$ cat src/rtl/imem_dmem_arbiter.sv
// rtl/imem_dmem_arbiter.sv - single-port memory arbiter between instruction fetch and load/store ports
// D normally wins conflicts; a saturating starvation counter forces an I grant after STARVE_MAX denials.
module imem_dmem_arbiter #(
  parameter int AW         = 32,
  parameter int STARVE_MAX = 3
) (
  input  logic          clk,
  input  logic          rst_n,
  input  logic          i_req,
  input  logic [AW-1:0] i_addr,
  output logic          i_gnt,
  output logic          i_rvalid,
  output logic [31:0]   i_rdata,
  input  logic          d_req,
  input  logic          d_we,
  input  logic [AW-1:0] d_addr,
  input  logic [31:0]   d_wdata,
  input  logic [3:0]    d_wstrb,
  output logic          d_gnt,
  output logic          d_rvalid,
  output logic [31:0]   d_rdata,
  output logic          mem_en,
  output logic          mem_we,
  output logic [AW-1:0] mem_addr,
  output logic [31:0]   mem_wdata,
  output logic [3:0]    mem_wstrb,
  input  logic [31:0]   mem_rdata,
  output logic [1:0]    starve_cnt
);

  localparam logic [1:0] CNT_MAX = 2'(STARVE_MAX);

  logic       resp_v;
  logic       resp_is_d;
  logic [1:0] cnt;
  logic       i_win;
  logic       d_store;

  // Grants are gated by rst_n so nothing is issued while reset is held low.
  assign i_win   = i_req & (~d_req | (cnt == CNT_MAX));
  assign i_gnt   = rst_n & i_win;
  assign d_gnt   = rst_n & d_req & ~i_win;
  assign d_store = d_gnt & d_we;

  assign mem_en    = i_gnt | d_gnt;
  assign mem_we    = d_store;
  assign mem_addr  = d_gnt ? d_addr : i_addr;
  assign mem_wdata = d_wdata;
  assign mem_wstrb = d_store ? d_wstrb : 4'b0000;

  always_ff @(posedge clk or negedge rst_n) begin
    if (!rst_n) begin
      cnt       <= 2'd0;
      resp_v    <= 1'b0;
      resp_is_d <= 1'b0;
    end else begin
      resp_v    <= i_gnt | d_gnt;
      resp_is_d <= d_gnt;
      if (i_gnt) begin
        cnt <= 2'd0;
      end else if (i_req && (cnt != CNT_MAX)) begin
        cnt <= cnt + 2'd1;
      end
    end
  end

  assign i_rvalid   = resp_v & ~resp_is_d;
  assign d_rvalid   = resp_v & resp_is_d;
  assign i_rdata    = mem_rdata;
  assign d_rdata    = mem_rdata;
  assign starve_cnt = cnt;

endmodule

$ cat config.mk
export PLATFORM = sky130hd
export DESIGN_NAME = imem_dmem_arbiter
export DESIGN_NICKNAME = d
export VERILOG_FILES = /design/src/rtl/imem_dmem_arbiter.sv
export SDC_FILE = /design/constraint.sdc
export NUM_CORES = 1
export LEC_CHECK = 0
export ABC_AREA = 1
export CORE_AREA = 4 4 104 106
export CTS_CLUSTER_DIAMETER = 50
export DETAILED_ROUTE_END_ITERATION = 8
export DIE_AREA = 0 0 108 110
export PLACE_DENSITY = 0.65
export SYNTH_ARGS = -nofsm -noshare
export SYNTH_HDL_FRONTEND = slang
export SYNTH_SLANG_ARGS = --single-unit
export TNS_END_PERCENT = 5
$ cat constraint.sdc
create_clock -name clk -period 1.9 [get_ports clk]
set_input_delay 0.38 -clock clk [delete_from_list [all_inputs] [get_ports clk]]
set_output_delay 0.38 -clock clk [all_outputs]
set_load 0.1 [all_outputs]
==> impl_results.html <==
<table>
<tr><th>Metric</th><th>Value</th></tr>
<tr><th colspan="2">Detailed routing</th></tr>
<tr><td>Drt drc</td><td>0</td></tr>
<tr><td>DRT antenna net count</td><td>0</td></tr>
<tr><td>Number of vias after detailed routing</td><td>1518</td></tr>
<tr><td>Drt initial violations</td><td>72</td></tr>
<tr><td>Number of vias per cell after detailed routing</td><td>3.767</td></tr>
<tr><td>Final routed wire length divided by cell count</td><td>14.54 µm</td></tr>
<tr><td>Total wire length</td><td>5.859 mm</td></tr>
<tr><td>Pre-Repair DR Iteration Count</td><td>4</td></tr>
<tr><th colspan="2">STA</th></tr>
<tr><td>Setup ws final</td><td>-0.1838 ns</td></tr>
<tr><td>RSZ-0062 raised after global routing</td><td>yes</td></tr>
<tr><td>Final hold viol count</td><td>0</td></tr>
<tr><td>Time the final worst path needs with I/O delays and setup</td><td>2.084 ns</td></tr>
<tr><td>Worst Clk Skew</td><td>0.001860 ns</td></tr>
<tr><td>Final setup violation count</td><td>38</td></tr>
<tr><td>Top achievable clock speed</td><td>479.9 MHz</td></tr>
<tr><td>Fraction of the cycle the final worst path needs</td><td>1.097</td></tr>
<tr><td>Tightest Pin Transition</td><td>0.2149 ns</td></tr>
<tr><td>Final hold slack</td><td>0.1148 ns</td></tr>
<tr><td>Setup tns final</td><td>-5.820 ns</td></tr>
<tr><td>Count of final max-slew check failures</td><td>0</td></tr>
<tr><td>Max transition margin</td><td>0.8552</td></tr>
<tr><th colspan="2">Layout</th></tr>
<tr><td># fillers</td><td>1035</td></tr>
<tr><td>Post-route cell area</td><td>0.002798 mm²</td></tr>
<tr><td>Area of all sequential standard cells</td><td>107.6 µm²</td></tr>
<tr><td>Most common cell after layout, fill and taps aside</td><td>sky130_fd_sc_hd__clkdlybuf4s50_1</td></tr>
<tr><td>Fraction of final layout cells with drive strength greater than 1</td><td>0.4148</td></tr>
<tr><td>Area growth syn-to-layout</td><td>92.92%</td></tr>
<tr><td>Final standard cell utilization of the core</td><td>0.2862</td></tr>
<tr><td>Layout net count</td><td>410</td></tr>
<tr><td>Most used cells in the layout excluding fill and tap cells</td><td>70 x sky130_fd_sc_hd__clkdlybuf4s50_1, 47 x sky130_fd_sc_hd__buf_12, 37 x sky130_fd_sc_hd__nand2_1</td></tr>
<tr><td>Area used by multi-input combinational logic</td><td>655.6 µm²</td></tr>
<tr><td>Number of inserted diodes</td><td>0</td></tr>
<tr><th colspan="2">Global routing</th></tr>
<tr><td>Largest net degree at the start of global routing</td><td>17</td></tr>
<tr><td>Global-route wire length before repair</td><td>8.335 mm</td></tr>
<tr><td>Vias in the first global route</td><td>1597</td></tr>
<tr><td>All-layer global routing usage</td><td>0.09154</td></tr>
<tr><td>Antenna violations before repair</td><td>0</td></tr>
<tr><td>Sum of overflow across all layers after global routing</td><td>0</td></tr>
<tr><th colspan="2">Clock network</th></tr>
<tr><td>Post-CTS clock slew at the launch and capture registers of the worst setup and hold paths</td><td>0.03 ns</td></tr>
<tr><td>Clock tree from TritonCTS</td><td>yes</td></tr>
<tr><td>CTS Hold Bufs</td><td>0</td></tr>
<tr><td>Worst-Skew Late Latency</td><td>0.21 ns</td></tr>
<tr><td>Setup repair bufs after CTS</td><td>0</td></tr>
<tr><td>Deepest clock path buffer count</td><td>2</td></tr>
<tr><td>Cell at the root of the clock tree</td><td>sky130_fd_sc_hd__clkbuf_8</td></tr>
<tr><td>Htree depth</td><td>1</td></tr>
<tr><td>Number of buffers inserted during clock tree synthesis</td><td>3</td></tr>
<tr><td>Sink count of the clock tree</td><td>4</td></tr>
<tr><th colspan="2">Synth</th></tr>
<tr><td>Post-synthesis register bit count</td><td>4</td></tr>
<tr><td>Cell Area, Synth</td><td>0.001450 mm²</td></tr>
<tr><td>Number of distinct library cells after synthesis</td><td>13</td></tr>
<tr><td>Number of cells produced by synthesis</td><td>240</td></tr>
<tr><td>Synthesized Nets</td><td>378</td></tr>
<tr><td>Share of synthesized area occupied by flip-flops and latches</td><td>0.06903</td></tr>
<tr><td>Synth warnings</td><td>0</td></tr>
<tr><td>Post-Synthesis Mean Instance Area</td><td>6.042 µm²</td></tr>
<tr><th colspan="2">Floorplan</th></tr>
<tr><td>Count of pins on the block boundary</td><td>277</td></tr>
<tr><td>Core Footprint</td><td>0.009774 mm²</td></tr>
<tr><td>Placement row count</td><td>36</td></tr>
<tr><td>Height of the die</td><td>110 µm</td></tr>
<tr><td>DIE AREA</td><td>0.01188 mm²</td></tr>
<tr><td>Initial Util</td><td>0.1484</td></tr>
<tr><td>Die width</td><td>108 µm</td></tr>
<tr><th colspan="2">Power</th></tr>
<tr><td>Total power</td><td>0.001989 W</td></tr>
<tr><td>Worst ir drop on vdd</td><td>0.2944 mV</td></tr>
<tr><td>Power per cell area</td><td>711.0 mW/mm²</td></tr>
<tr><td>Lkg Pwr</td><td>1.266 nW</td></tr>
<tr><th colspan="2">Place</th></tr>
<tr><td>Placed wire-length estimate after detailed placement</td><td>5.179 mm</td></tr>
<tr><td>Routability Congestion</td><td>0.7848</td></tr>
<tr><td>Placed instance area</td><td>0.002744 mm²</td></tr>
<tr><td>Port-buffer cells</td><td>116</td></tr>
<tr><th colspan="2">Flow run</th></tr>
<tr><td>Total of max-cap violations</td><td>0</td></tr>
<tr><th colspan="2">Setup path</th></tr>
<tr><td>Crit-path max FO</td><td>16</td></tr>
<tr><td>Critical Path Source Type</td><td>flip-flop</td></tr>
<tr><td>Critical Path Sink Type</td><td>output port</td></tr>
<tr><td>Crit path required time</td><td>1.52 ns</td></tr>
<tr><td>Critical Setup Path Class</td><td>reg -&gt; out</td></tr>
<tr><td>Data arrival, critical path</td><td>1.70 ns</td></tr>
<tr><th colspan="2">Run status</th></tr>
<tr><td>Status</td><td>finished, violations left</td></tr>
<tr><td>Violations in the final reports</td><td>negative setup slack</td></tr>
<tr><th colspan="2">Min path</th></tr>
<tr><td>Class of the tightest hold or removal check</td><td>in -&gt; async</td></tr>
</table>
[per-stage QoR]
step	std cells	worst slack, ns
floorplan	240	-0.2127
global placement	400	-0.1856
detailed placement	400	-0.1967
finish	403	-0.1838
CTS	403	-0.1960
global route	403	-0.2617
[flip-flops by register name, summed over array words and instances, names as in the netlist]
register and count:
resp_is_d 1, resp_v 1, starve_cnt 2
[logic make-up after synthesis]
| kind of cell | after synthesis | synth area share |
|---|---|---|
| buf+inv | 118 | 0.5755 |
| simple gates | 116 | 0.3434 |
| flops | 4 | 0.06903 |
| compound gates | 1 | 0.003448 |
| fa+ha+maj | 1 | 0.008627 |
[power breakdown]
part / switching, W / total (W) / internal [W] / leakage (nW)
logic: 0.00103 / 0.00167 / 0.000645 / 1.20
clock network: 0.0000399 / 0.000175 / 0.000135 / 0.0216
registers: 0.0000215 / 0.000143 / 0.000121 / 0.0479
total: 0.00109 / 0.00199 / 0.000901 / 1.27
[routing by layer]
metal  wire length, µm  track usage
met5                 0            0
met4               473      0.08656
met3               728      0.01980
met2              2969       0.1736
met1              1688      0.07903
[final cells by class]
type | count | area share
sequential | 4 | 0.03846
tap | 133 | 0.05948
clock buffer | 3 | 0.01476
inverter | 13 | 0.02102
multi-input combinational | 118 | 0.2343
timing repair buffer | 132 | 0.6319
[Yosys cell counts, drive strengths merged]
cell,n,area share
buf,105,0.54
clkinv,1,0.0034
dfrtp,4,0.069
ha,1,0.0086
inv,12,0.031
nand2,74,0.20
nand3,36,0.12
nor2,6,0.016
o21ai,1,0.0034
[worst paths after layout]
check                               from            end  slack (ns)  depth (start not counted)
hold reg to reg            starve_cnt[0]  starve_cnt[1]        0.69                          3
hold / removal                     rst_n  starve_cnt[0]        0.11                          2
setup reg to reg           starve_cnt[1]      resp_is_d        0.49                          8
setup / recovery           starve_cnt[1]   mem_addr[15]       -0.18                          9
min in group clk                   rst_n         resp_v        0.64                          4
max in group asynchronous          rst_n  starve_cnt[1]        1.66                          2
[worst max-delay path, stage by stage (launching register included)]
cell and delay, ns:
sky130_fd_sc_hd__dfrtp_4 0.48, sky130_fd_sc_hd__ha_4 0.17, sky130_fd_sc_hd__inv_2 0.05, sky130_fd_sc_hd__nand2_2 0.07, sky130_fd_sc_hd__nand2_4 0.12, sky130_fd_sc_hd__nand2_4 0.10
sky130_fd_sc_hd__buf_12 0.17, sky130_fd_sc_hd__nand2_1 0.08, sky130_fd_sc_hd__nand2_2 0.07, sky130_fd_sc_hd__buf_12 0.17
[what timing repair did]
| item | 4_1_cts | 5_1_grt |
|---|---|---|
| resized for setup | 1 | 4 |
| setup endpoints to repair | 38 | 40 |
| endpoints found under the hold margin | 0 | 0 |
| pin swaps | 2 | 2 |
Power figures use the tool's default switching activity.
